<file path="config.mk">
export PLATFORM = sky130hd
export DESIGN_NAME = multicycle_control_unit_flat
export DESIGN_NICKNAME = d
export VERILOG_FILES = /design/src/rtl/multicycle_control_unit.sv /design/src/rtl/multicycle_control_unit_if.sv /design/src/flat_wrapper.sv
export SDC_FILE = /design/constraint.sdc
export NUM_CORES = 1
export LEC_CHECK = 0
export CAP_MARGIN = 40
export CORE_UTILIZATION = 48
export CTS_BUF_LIST = sky130_fd_sc_hd__clkbuf_8
export DETAILED_ROUTE_END_ITERATION = 8
export PLACE_DENSITY = 0.86
export RECOVER_POWER = 50
export SLEW_MARGIN = 20
export SYNTH_ARGS = -nofsm -noshare
export SYNTH_HDL_FRONTEND = slang
export SYNTH_SLANG_ARGS = --single-unit
</file>
<file path="constraint.sdc">
create_clock -name clk -period 2.4 [get_ports clk]
set_clock_uncertainty 0.05 [all_clocks]
set_input_delay 0.48 -clock clk [delete_from_list [all_inputs] [get_ports clk]]
set_output_delay 0.48 -clock clk [all_outputs]
set_load 0.005 [all_outputs]
</file>
<file path="src/rtl/multicycle_control_unit.sv">
// K-and-S decoded-instruction type plus the multicycle control FSM that
// sequences fetch, decode and execute with a parametrised RAM read latency.
package k_and_s_pkg;
    typedef enum logic [4:0] {
        I_NOP    = 5'd0,
        I_LOAD   = 5'd1,
        I_STORE  = 5'd2,
        I_MOVE   = 5'd3,
        I_ADD    = 5'd4,
        I_SUB    = 5'd5,
        I_AND    = 5'd6,
        I_OR     = 5'd7,
        I_BRANCH = 5'd8,
        I_BZERO  = 5'd9,
        I_BNZERO = 5'd10,
        I_BNEG   = 5'd11,
        I_BNNEG  = 5'd12,
        I_BOV    = 5'd13,
        I_BNOV   = 5'd14,
        I_HALT   = 5'd15
    } decoded_instruction_type;
endpackage

module multicycle_control_unit
    import k_and_s_pkg::*;
#(
    parameter int RAM_WAIT = 1,
    parameter int WAIT_W   = (RAM_WAIT > 0) ? $clog2(RAM_WAIT + 1) : 1
) (
    input  logic                       clk,
    input  logic                       rst_n,
    input  decoded_instruction_type    decoded_instruction,
    multicycle_control_unit_if.master  bus
);

    typedef enum logic [3:0] {
        S_FETCH, S_LATCH_IR, S_DECODE, S_MEM_WAIT, S_LOAD_WB,
        S_STORE_WR, S_EXEC, S_BR, S_HALTED
    } state_t;

    state_t            state_reg;
    state_t            state_next;
    logic [WAIT_W-1:0] wcnt_reg;
    logic [WAIT_W-1:0] wcnt_next;
    logic              wait_done;
    logic              taken;
    logic [1:0]        alu_op;
    logic              alu_flags;
    logic              unused_flag;

    assign unused_flag = bus.unsigned_overflow;
    assign wait_done   = (wcnt_reg == WAIT_W'(RAM_WAIT));

    // The flag register only loads in EXEC, so the flags seen in DECODE are
    // the ones BR would see; deciding here lets branch/pc_enable be registered.
    always_comb begin
        taken = 1'b0;
        case (decoded_instruction)
            I_BRANCH: taken = 1'b1;
            I_BZERO:  taken = bus.zero_op;
            I_BNZERO: taken = !bus.zero_op;
            I_BNEG:   taken = bus.neg_op;
            I_BNNEG:  taken = !bus.neg_op;
            I_BOV:    taken = bus.signed_overflow;
            I_BNOV:   taken = !bus.signed_overflow;
            default:  taken = 1'b0;
        endcase
    end

    always_comb begin
        alu_op    = 2'b00;
        alu_flags = 1'b0;
        case (decoded_instruction)
            I_ADD:   begin alu_op = 2'b01; alu_flags = 1'b1; end
            I_SUB:   begin alu_op = 2'b10; alu_flags = 1'b1; end
            I_AND:   begin alu_op = 2'b11; alu_flags = 1'b1; end
            I_OR:    begin alu_op = 2'b00; alu_flags = 1'b1; end
            default: begin alu_op = 2'b00; alu_flags = 1'b0; end
        endcase
    end

    // The counter is zero outside FETCH/MEM_WAIT and stops at RAM_WAIT, so it
    // always starts from zero on entry and can never wrap.
    always_comb begin
        state_next = state_reg;
        wcnt_next  = '0;
        case (state_reg)
            S_FETCH: begin
                if (wait_done) state_next = S_LATCH_IR;
                else           wcnt_next  = wcnt_reg + 1'b1;
            end
            S_LATCH_IR: state_next = S_DECODE;
            S_DECODE: begin
                case (decoded_instruction)
                    I_LOAD:  state_next = S_MEM_WAIT;
                    I_STORE: state_next = S_STORE_WR;
                    I_MOVE, I_ADD, I_SUB, I_AND, I_OR:
                             state_next = S_EXEC;
                    I_BRANCH, I_BZERO, I_BNZERO, I_BNEG, I_BNNEG, I_BOV, I_BNOV:
                             state_next = S_BR;
                    I_HALT:  state_next = S_HALTED;
                    default: state_next = S_FETCH;
                endcase
            end
            S_MEM_WAIT: begin
                if (wait_done) state_next = S_LOAD_WB;
                else           wcnt_next  = wcnt_reg + 1'b1;
            end
            S_LOAD_WB, S_STORE_WR, S_EXEC, S_BR: state_next = S_FETCH;
            S_HALTED: state_next = bus.resume ? S_FETCH : S_HALTED;
            default:  state_next = S_FETCH;
        endcase
    end

    // Outputs are registered from the next state, so they line up with the
    // state they belong to and reset forces every strobe low immediately.
    always_ff @(posedge clk) begin
        if (!rst_n) begin
            state_reg            <= S_FETCH;
            wcnt_reg             <= '0;
            bus.branch           <= 1'b0;
            bus.pc_enable        <= 1'b0;
            bus.ir_enable        <= 1'b0;
            bus.write_reg_enable <= 1'b0;
            bus.addr_sel         <= 1'b0;
            bus.c_sel            <= 1'b0;
            bus.operation        <= 2'b00;
            bus.flags_reg_enable <= 1'b0;
            bus.ram_write_enable <= 1'b0;
            bus.halt             <= 1'b0;
        end else begin
            state_reg            <= state_next;
            wcnt_reg             <= wcnt_next;
            bus.branch           <= 1'b0;
            bus.pc_enable        <= 1'b0;
            bus.ir_enable        <= 1'b0;
            bus.write_reg_enable <= 1'b0;
            bus.addr_sel         <= 1'b0;
            bus.c_sel            <= 1'b0;
            bus.operation        <= 2'b00;
            bus.flags_reg_enable <= 1'b0;
            bus.ram_write_enable <= 1'b0;
            bus.halt             <= 1'b0;
            case (state_next)
                S_LATCH_IR: begin
                    bus.ir_enable <= 1'b1;
                    bus.pc_enable <= 1'b1;
                end
                S_MEM_WAIT: bus.addr_sel <= 1'b1;
                S_LOAD_WB: begin
                    bus.addr_sel         <= 1'b1;
                    bus.write_reg_enable <= 1'b1;
                end
                S_STORE_WR: begin
                    bus.addr_sel         <= 1'b1;
                    bus.ram_write_enable <= 1'b1;
                end
                S_EXEC: begin
                    bus.c_sel            <= 1'b1;
                    bus.write_reg_enable <= 1'b1;
                    bus.operation        <= alu_op;
                    bus.flags_reg_enable <= alu_flags;
                end
                S_BR: begin
                    bus.branch    <= taken;
                    bus.pc_enable <= taken;
                end
                S_HALTED: bus.halt <= 1'b1;
                default: ;
            endcase
        end
    end

endmodule

</file>
<file path="src/rtl/multicycle_control_unit_if.sv">
// Control-unit bundle: flag/resume inputs from the datapath side and the
// datapath/RAM control strobes driven by the multicycle FSM.
interface multicycle_control_unit_if;
    logic       zero_op;
    logic       neg_op;
    logic       unsigned_overflow;
    logic       signed_overflow;
    logic       resume;
    logic       branch;
    logic       pc_enable;
    logic       ir_enable;
    logic       write_reg_enable;
    logic       addr_sel;
    logic       c_sel;
    logic [1:0] operation;
    logic       flags_reg_enable;
    logic       ram_write_enable;
    logic       halt;

    modport master (
        input  zero_op, neg_op, unsigned_overflow, signed_overflow, resume,
        output branch, pc_enable, ir_enable, write_reg_enable, addr_sel,
               c_sel, operation, flags_reg_enable, ram_write_enable, halt
    );

    modport slave (
        output zero_op, neg_op, unsigned_overflow, signed_overflow, resume,
        input  branch, pc_enable, ir_enable, write_reg_enable, addr_sel,
               c_sel, operation, flags_reg_enable, ram_write_enable, halt
    );
endinterface

</file>
<file path="src/flat_wrapper.sv">
// flat-port wrapper written by rule: the top's interface ports become plain ports
module multicycle_control_unit_flat import k_and_s_pkg::*;
#(
    parameter int RAM_WAIT = 1,
    parameter int WAIT_W   = (RAM_WAIT > 0) ? $clog2(RAM_WAIT + 1) : 1
)
  (clk, rst_n, decoded_instruction, bus_zero_op, bus_neg_op, bus_unsigned_overflow, bus_signed_overflow, bus_resume, bus_branch, bus_pc_enable, bus_ir_enable, bus_write_reg_enable, bus_addr_sel, bus_c_sel, bus_operation, bus_flags_reg_enable, bus_ram_write_enable, bus_halt);
  multicycle_control_unit_if bus_i ();
  input  logic clk;
  input  logic rst_n;
  input  decoded_instruction_type decoded_instruction;
  input wire logic [$bits(bus_i.zero_op)-1:0] bus_zero_op;
  input wire logic [$bits(bus_i.neg_op)-1:0] bus_neg_op;
  input wire logic [$bits(bus_i.unsigned_overflow)-1:0] bus_unsigned_overflow;
  input wire logic [$bits(bus_i.signed_overflow)-1:0] bus_signed_overflow;
  input wire logic [$bits(bus_i.resume)-1:0] bus_resume;
  output wire logic [$bits(bus_i.branch)-1:0] bus_branch;
  output wire logic [$bits(bus_i.pc_enable)-1:0] bus_pc_enable;
  output wire logic [$bits(bus_i.ir_enable)-1:0] bus_ir_enable;
  output wire logic [$bits(bus_i.write_reg_enable)-1:0] bus_write_reg_enable;
  output wire logic [$bits(bus_i.addr_sel)-1:0] bus_addr_sel;
  output wire logic [$bits(bus_i.c_sel)-1:0] bus_c_sel;
  output wire logic [$bits(bus_i.operation)-1:0] bus_operation;
  output wire logic [$bits(bus_i.flags_reg_enable)-1:0] bus_flags_reg_enable;
  output wire logic [$bits(bus_i.ram_write_enable)-1:0] bus_ram_write_enable;
  output wire logic [$bits(bus_i.halt)-1:0] bus_halt;
  assign bus_i.zero_op = bus_zero_op;
  assign bus_i.neg_op = bus_neg_op;
  assign bus_i.unsigned_overflow = bus_unsigned_overflow;
  assign bus_i.signed_overflow = bus_signed_overflow;
  assign bus_i.resume = bus_resume;
  assign bus_branch = bus_i.branch;
  assign bus_pc_enable = bus_i.pc_enable;
  assign bus_ir_enable = bus_i.ir_enable;
  assign bus_write_reg_enable = bus_i.write_reg_enable;
  assign bus_addr_sel = bus_i.addr_sel;
  assign bus_c_sel = bus_i.c_sel;
  assign bus_operation = bus_i.operation;
  assign bus_flags_reg_enable = bus_i.flags_reg_enable;
  assign bus_ram_write_enable = bus_i.ram_write_enable;
  assign bus_halt = bus_i.halt;
  multicycle_control_unit #(.RAM_WAIT(RAM_WAIT), .WAIT_W(WAIT_W)) u_core (.clk(clk), .rst_n(rst_n), .decoded_instruction(decoded_instruction), .bus(bus_i));
endmodule
</file>
==> qor_table.md, run 1 <==
| Group | Quantity | Value |
|---|---|---|
| setup path | Critical path launch point type | primary input |
| cells and area | Utilization of the core after routing | 0.735 |
| synth | Post-synthesis cell type with the largest combined area | dfxtp_1 |
| setup path | Type of element capturing the critical path | flip-flop |
| timing | Max Freq | 453 MHz |
| floorplanning | Initial core utilization | 0.525 |
| cells and area | Multi-input gate area | 454 µm² |
| placement | Worst-case setup slack after placement | -0.0923 ns |
| synth | Post-synthesis instance area | 800 µm² |
| placement | Half-perimeter wire length of the detailed placement result | 1.42 mm |
| setup path | CP Class | primary input to flip-flop |
| route | Starting DRC count in detailed routing | 14 |
| clocking | Clock H-tree levels | 1 |
| setup path | Critical path fanouts, max | 5 |
| power | Internal power of the cells | 0.501 mW |
| global routing | First-pass GRT wire length | 3.03 mm |
| global routing | Vias in the first global route | 740 |
| power | Switching share of power | 0.259 |
| worst hold path | Endpoint, Worst Hold | u_core.wait_done$_SDFF_PP0_ |
| floorplanning | Core Rows | 14 |
| cells and area | Final-layout fill cell count | 114 |
| power | Sequential power share | 0.439 |
| status | Status | complete, no violations |
| synth | Sequential-to-total area share from yosys stat | 0.401 |
| timing | Crit path time final | 2.21 ns |
| synth | Portion of synthesized cell area occupied by the leading cell type | 0.401 |
| timing | Ratio of final minimum period to clock period | 0.921 |
| synth | Top_reg_cell synth | dfxtp_1 |
| power | Lkg Pwr | 0.494 nW |
| placement | PortBufs | 21 |
| worst hold path | Beginning of the worst hold path | u_core.wait_done$_SDFF_PP0_ |
| route | Via density per instance | 5.69 |
| synth | Per-instance average area after synthesis | 8.98 µm² |
| clocking | Number of sinks driven by the clock tree | 16 |
| synth | Fraction of synthesis flops using an asynchronous set or reset pin | 0 |
| cells and area | Final nets | 135 |
| global routing | Largest net degree at the start of global routing | 10 |
| synth | Count of distinct cell types in the synthesized netlist | 34 |
| power | Power per standard cell area | 604 nW/µm² |
| worst hold path | Type of the most critical hold path | flip-flop to flip-flop |
| timing | Setup repair after global routing missed its margin | false |
| cells and area | Area added between synthesis and finish | 40.1% |
| clocking | Clock tree from TritonCTS | yes |
| global routing | GR Util All Layers | 0.219 |
| clocking | CTS Buf Count | 3 |
| power | Clk pwr share | 0.348 |
| route | Number of vias after detailed routing | 763 |
| floorplanning | Die X-Extent | 42.8 µm |
| cells and area | Number of flip-flops under the largest register name | 4 |
| synth | Yosys synthesis warning count | 0 |
| clocking | Root Buffer | clkbuf_8 |
| timing | Final Max Tran Viols | 0 |
| clocking | Buffer levels on the longest clock path | 2 |
| route | Average wire per cell in the routed design | 13.2 µm |
| synth | Top post-synthesis cells by area | dfxtp_1 (40%), ha_1 (6.3%), nor4_1 (5.5%) |
| timing | Worst Max-Slew Pin Slew | 0.323 ns |
| cells and area | Antenna diode count | 0 |
| placement | Routability cong. | 0.881 |
| route | Sum of routed wire length over all layers | 1.77 mm |
| synth | Most used standard cell by instance count after synthesis | dfxtp_1 |
| clocking | Number of buffers added for setup after CTS | 0 |
| floorplanning | Overall die height | 42.8 µm |
| timing | Worst hold slack after final layout | 0.454 ns |
| cells and area | Ratio of cells with drive above 1 in the final layout | 0.136 |
| flow run | Max-cap violation count | 0 |
| route | Remaining design rule violation count | 0 |
| synth | Synth top cells by count | dfxtp_1 (16), nor2_1 (10), nor4_1 (7) |
| power | Combinational share of power | 0.214 |
| clocking | Post-cts sizing count | 0 |
| timing | Final number of setup-violating endpoints | 0 |
| global routing | Antenna violations before repair | 0 |
| setup path | Terminus of the critical flop-to-flop path | u_core.bus.flags_reg_enable$_SDFF_PN0_ |
| clocking | Later-pin clock latency in the skew report | 0.25 ns |
| clocking | CTS clock-pin slew for the worst setup and hold paths | 0.06 ns |
| timing | Slew headroom | 0.784 |
| setup path | Worst flop-to-flop path startpoint | u_core.state_reg[1]$_SDFF_PN0_ |
| worst hold path | Hold Path Stages | 1 |
| setup path | Data required time of the worst path | 2.50 ns |
| timing | Total Neg Setup Slack | 0 ns |
| route | Antenna viol nets, final | 0 |
| setup path | Setup slack, reg-to-reg | 0.70 ns |
| synth | Net count after synthesis | 105 |
| power | Sw Pwr | 0.176 mW |
| power | Max rail drop VDD | 537 µV |
| setup path | Number of cells on the worst reg-to-reg path | 4 |
| floorplanning | Die area | 1830 µm² |
| timing | Final setup margin | 0.190 ns |
| setup path | Critical Path Source | decoded_instruction[0] |
| synth | Synthesized instance count | 89 |
| floorplanning | Placeable core area | 1520 µm² |
| floorplanning | Number of placed I/O pins | 23 |
| global routing | Total global routing overflow | 0 |
| synth | Register bit total from synthesis | 16 |
| route | Count of TritonRoute iterations in the first routing pass | 4 |
| timing | Endpoints failing hold | 0 |
| setup path | WP data arrival | 2.31 ns |
| clocking | Number of hold buffers added after cts | 0 |
| cells and area | FF+latch area | 320 µm² |
| synth | Post-synth EDFFs | 0 |
## cell families after synthesis
family | synth area share
adder cells (fa/ha/maj) | 0.0626
buffers and inverters | 0.0313
multiplexers | 0.0125
AO/OA/AOI/OAI | 0.142
AND/OR/NAND/NOR | 0.351
flip-flops | 0.401
## worst max-delay path: stages
cell	delay (ns)
clkdlybuf4s50_1	0.46
ha_1	0.24
or3b_2	0.46
o311a_1	0.15
or2_2	0.36
and2_1	0.17
## layout by cell type, fill, tap and decap left out
cell type,Yosys,layout
dfxtp_1,16,16
dlygate4sd3_1,0,12
nor2_1,10,10
clkdlybuf4s50_1,0,9
nor4_1,7,7
nand3_1,6,6
buf_4,0,6
nand2_1,4,4
nor2b_1,4,4
ha_1,4,4
clkbuf_8,0,4
inv_1,3,3
a21oi_1,3,3
or3_1,2,2
or3b_2,2,2
o21ai_0,2,2
a211oi_1,2,2
nor3_1,2,2
and2_1,2,2
nor3b_4,1,1
nand4_2,1,1
nand4_1,1,1
clkinv_1,1,1
a221o_1,1,1
o311a_1,1,1
mux2i_1,1,1
a22oi_1,1,1
a21bo_2,1,1
o211ai_1,1,1
or2_2,1,1
and4_1,1,1
o211a_1,1,1
and3_1,1,1
and4b_1,1,1
nor3b_1,1,1
a32o_1,1,1
o221ai_1,1,1
## per-stage QoR
stage / cells / instance area [µm²] / power (mW)
global placement: 130 / 1060 / 0.444
CTS: 134 / 1120 / 0.681
floorplan: 89 / 800 / 0.383
global route: 134 / 1120 / 0.706
finish: 134 / 1120 / 0.677
detailed placement: 130 / 1060 / 0.450
## layout make-up
type                    count  share of cell area
clock buffers               4              0.0492
inverters                   4              0.0134
multi-input cells          67               0.406
flip-flops and latches     16               0.286
well taps                  16              0.0179
repair buffers             27               0.228
## power by group through the flow
| stage | Combinational [mW] | Clock, mW | Sequential (mW) |
|---|---|---|---|
| global route | 0.160 | 0.247 | 0.300 |
| detailed placement | 0.147 | 0 | 0.303 |
| CTS | 0.148 | 0.236 | 0.297 |
| floorplan | 0.0853 | 0 | 0.297 |
| global placement | 0.141 | 0 | 0.303 |
| finish | 0.145 | 0.235 | 0.297 |
## metal layers
metal | part of all wire | global-route usage | wire length (µm)
met5 | 0 | 0 | 0
met4 | 0.011 | 0.0875 | 20
met3 | 0.052 | 0.0681 | 92
met2 | 0.51 | 0.400 | 911
met1 | 0.42 | 0.228 | 744
## how the worst max path moves through the flow
stage	endpoint	slack, ns	cells past startpoint
final	u_core.bus.write_reg_enable$_SDFF_PN0_	0.19	6
after global routing	u_core.bus.flags_reg_enable$_SDFF_PN0_	0.02	7
after CTS	u_core.bus.write_reg_enable$_SDFF_PN0_	0.18	6
after detailed placement	u_core.bus.write_reg_enable$_SDFF_PN0_	-0.09	6
after global placement	u_core.bus.write_reg_enable$_SDFF_PN0_	-0.05	6
after floorplan	u_core.bus.write_reg_enable$_SDFF_PN0_	0.47	5
(Power assumes the default switching activity.)
==> run 2, diff against run 1 <==
CAP_MARGIN = 20   (was 40)
SKIP_LAST_GASP = 1   (was unset)
SLEW_MARGIN = unset   (was 20)
==> results of run 2 <==
Final layout, timing and power as in run 1 (identical DEF).
==> run 3, diff against run 2 <==
TNS_END_PERCENT = 50   (was unset)
clock period = 2.29 ns   (was 2.4 ns; I/O delays follow)
==> run 3 against run 2 <==
  * Non-clock buffer count increased by 2
  * Power decreased by 0.85%
  * First-iteration DRC count increased to 2.8 times the previous value
  * Routed wire length increased by 6.1%
  * Via count increased by 2.8%
  * Worst setup slack got worse by 0.14 ns
  * Sequential power increased by 5%
  * Largest cell class unchanged
==> qor_table.md, run 3 (synthesis gave the netlist of run 1 again) <==
| Group | Quantity | Value | vs previous |
|---|---|---|---|
| power | Combinational share of power | 0.233 | +0.019 |
| setup path | Largest delay contributor family on the critical path | buffers and inverters |  |
| cells and area | Number of flip-flops under the largest register name | 4 | unchanged |
| global routing | First-pass GRT wire length | 3.06 mm | +1.1% |
| timing | Ratio of final minimum period to clock period | 0.978 |  |
| power | Switching share of power | 0.267 | +0.00755 |
| cells and area | Ratio of cells with drive above 1 in the final layout | 0.160 | +0.0241 |
| floorplanning | Number of placed I/O pins | 23 | unchanged |
| placement | PortBufs | 21 | unchanged |
| placement | Routability cong. | 0.893 | +1.4% |
| setup path | Critical path fanouts, max | 5 | unchanged |
| route | Remaining design rule violation count | 0 | unchanged |
| floorplanning | Die area | 1830 µm² | unchanged |
| global routing | Largest net degree at the start of global routing | 10 | unchanged |
| timing | Final Max Tran Viols | 0 | unchanged |
| timing | Final number of setup-violating endpoints | 0 | unchanged |
| global routing | Antenna violations before repair | 0 | unchanged |
| cells and area | Final-layout fill cell count | 114 | unchanged |
| clocking | Later-pin clock latency in the skew report | 0.25 ns | about the same |
| setup path | CP Class | primary input to flip-flop |  |
| worst hold path | Type of the most critical hold path | flip-flop to flip-flop |  |
| power | Internal power of the cells | 0.492 mW | -1.9% |
| floorplanning | Core Rows | 14 | unchanged |
| power | Max rail drop VDD | 458 µV | -15% |
| global routing | GR Util All Layers | 0.226 | +0.00724 |
| setup path | Critical Path Slowest Stage Cell | clkdlybuf4s50_1 |  |
| timing | Setup repair after global routing missed its margin | true |  |
| cells and area | Most frequent cells in the layout | dfxtp_1 (16), clkdlybuf4s50_1 (11), nor2_1 (10), dlygate4sd3_1 (10), buf_4 (8) |  |
| route | Count of TritonRoute iterations in the first routing pass | 4 | unchanged |
| status | Status | complete, no violations |  |
| timing | Worst hold slack after final layout | 0.459 ns | +0.00493 ns |
| power | Power per standard cell area | 592 nW/µm² | -2.1% |
| route | Starting DRC count in detailed routing | 39 | +25 |
| setup path | Critical Path Max Stage Delay | 0.47 ns | about the same |
| clocking | Number of sinks driven by the clock tree | 16 | unchanged |
| clocking | Number of buffers added for setup after CTS | 0 | unchanged |
| route | Number of vias after detailed routing | 784 | +2.8% |
| setup path | Data required time of the worst path | 2.39 ns | -0.11 ns |
| clocking | CTS clock-pin slew for the worst setup and hold paths | 0.05 ns | about the same |
| power | Lkg Pwr | 0.493 nW | about the same |
| route | Average wire per cell in the routed design | 13.9 µm | +5.3% |
| cells and area | Final nets | 137 | +1.5% |
| floorplanning | Initial core utilization | 0.525 | unchanged |
| placement | Half-perimeter wire length of the detailed placement result | 1.40 mm | -0.81% |
| clocking | Clock tree from TritonCTS | yes |  |
| route | Via density per instance | 5.81 | +2.0% |
| setup path | Number of buffers and inverters on the critical path | 2 | +1 |
| global routing | Vias in the first global route | 719 | -2.8% |
| cells and area | Most frequent standard cell in the layout excluding fill and tap cells | dfxtp_1 |  |
| global routing | Total global routing overflow | 0 | unchanged |
| clocking | Buffer levels on the longest clock path | 2 | unchanged |
| setup path | Critical path launch point type | primary input |  |
| setup path | Setup slack, reg-to-reg | 0.53 ns | -0.17 ns |
| clocking | CTS Buf Count | 3 | unchanged |
| power | Overall power | 0.671 mW | -0.85% |
| timing | Final setup margin | 0.0492 ns | -0.141 ns |
| floorplanning | Placeable core area | 1520 µm² | unchanged |
| setup path | WP data arrival | 2.34 ns | +0.03 ns |
| cells and area | Antenna diode count | 0 | unchanged |
| power | Sequential power share | 0.466 | +0.027 |
| route | Sum of routed wire length over all layers | 1.88 mm | +6.1% |
| timing | Max Freq | 446 MHz |  |
| timing | Worst Max-Slew Pin Slew | 0.324 ns | +0.000899 ns |
| timing | Crit path time final | 2.24 ns |  |
| route | Antenna viol nets, final | 0 | unchanged |
| timing | Endpoints failing hold | 0 | unchanged |
| setup path | Type of element capturing the critical path | flip-flop |  |
| setup path | Critical path cell sequence | clkdlybuf4s50_1 > ha_1 > buf_4 > nand3_1 > nand4_1 > a221o_1 > nor4_1 |  |
| clocking | Number of hold buffers added after cts | 0 | unchanged |
| floorplanning | Die X-Extent | 42.8 µm | unchanged |
| power | Clk pwr share | 0.301 | -0.047 |
| flow run | Max-cap violation count | 0 | unchanged |
| clocking | Root Buffer | clkbuf_8 |  |
| cells and area | Area added between synthesis and finish | 41.8% |  |
| clocking | Clock H-tree levels | 1 | unchanged |
| placement | Worst-case setup slack after placement | -0.182 ns | -0.0898 ns |
| power | Sw Pwr | 0.179 mW | +2.0% |
| floorplanning | Overall die height | 42.8 µm | unchanged |
| timing | Slew headroom | 0.782 | -0.00215 |
==> run 3: cell count changes in the layout (fill, tap and decap cells not counted) <==
cell / change
dlygate4sd3_1: -2
clkdlybuf4s50_1: +2
nor4_1: -2
nor4_2: +2
clkbuf_8: -1
buf_4: +2
==> run 3: what timing repair did <==
action | in CTS | in global routing
resized for setup | 0 | 2
setup endpoints to repair | 0 | 3
endpoints found under the hold margin | 0 | 0
==> run 3: power groups by stage <==
stage / Sequential (mW) / Combinational, mW / Clock (mW)
2_1_floorplan: 0.312 / 0.0894 / 0
3_3_place_gp: 0.317 / 0.150 / 0
3_5_place_dp: 0.319 / 0.155 / 0
4_1_cts: 0.313 / 0.156 / 0.206
5_1_grt: 0.315 / 0.172 / 0.217
6_report: 0.313 / 0.157 / 0.202
==> run 3: layout make-up <==
cell class / count / area [µm²] / share of cell area
flip-flops and latches: 16 / 320 / 0.283
multi-input cells: 67 / 467 / 0.412
repair buffers: 29 / 270 / 0.238
well taps: 16 / 20.0 / 0.0177
inverters: 4 / 15.0 / 0.0132
clock buffers: 3 / 41.3 / 0.0364
==> run 3: metal layers <==
layer	GRT usage	part of all wire	vias to the layer above
met5	0	0	-
met4	0.125	0.018	0
met3	0.0681	0.048	5
met2	0.391	0.51	29
met1	0.242	0.43	358
li1	-	-	392
==> run 3: per-stage QoR <==
step,instance area [µm²],instances,setup TNS [ns],util
4_1_cts,1120,135,0,0.736
6_report,1130,135,0,0.744
5_1_grt,1130,135,-0.170,0.744
3_5_place_dp,1080,132,-1.06,0.709
2_1_floorplan,800,89,0,-
3_3_place_gp,1080,132,-0.647,0.709
==> run 3: path summary, 6_finish.rpt <==
path | from | endpoint | cells past startpoint
max reg2reg | u_core.state_reg[1]$_SDFF_PN0_ | u_core.bus.operation[0]$_SDFF_PN0_ | 4
min reg2reg | u_core.wait_done$_SDFF_PP0_ | u_core.wait_done$_SDFF_PP0_ | 1
max | decoded_instruction[0] | u_core.bus.operation[0]$_SDFF_PN0_ | 7
min | u_core.wait_done$_SDFF_PP0_ | u_core.wait_done$_SDFF_PP0_ | 1
==> run 3: worst reg2reg max path, cell delays in order, from the launching register on <==
cell and delay [ns]:
dfxtp_1 0.42, nor3b_4 0.28, nand4_1 0.18, a221o_1 0.45, nor4_1 0.29
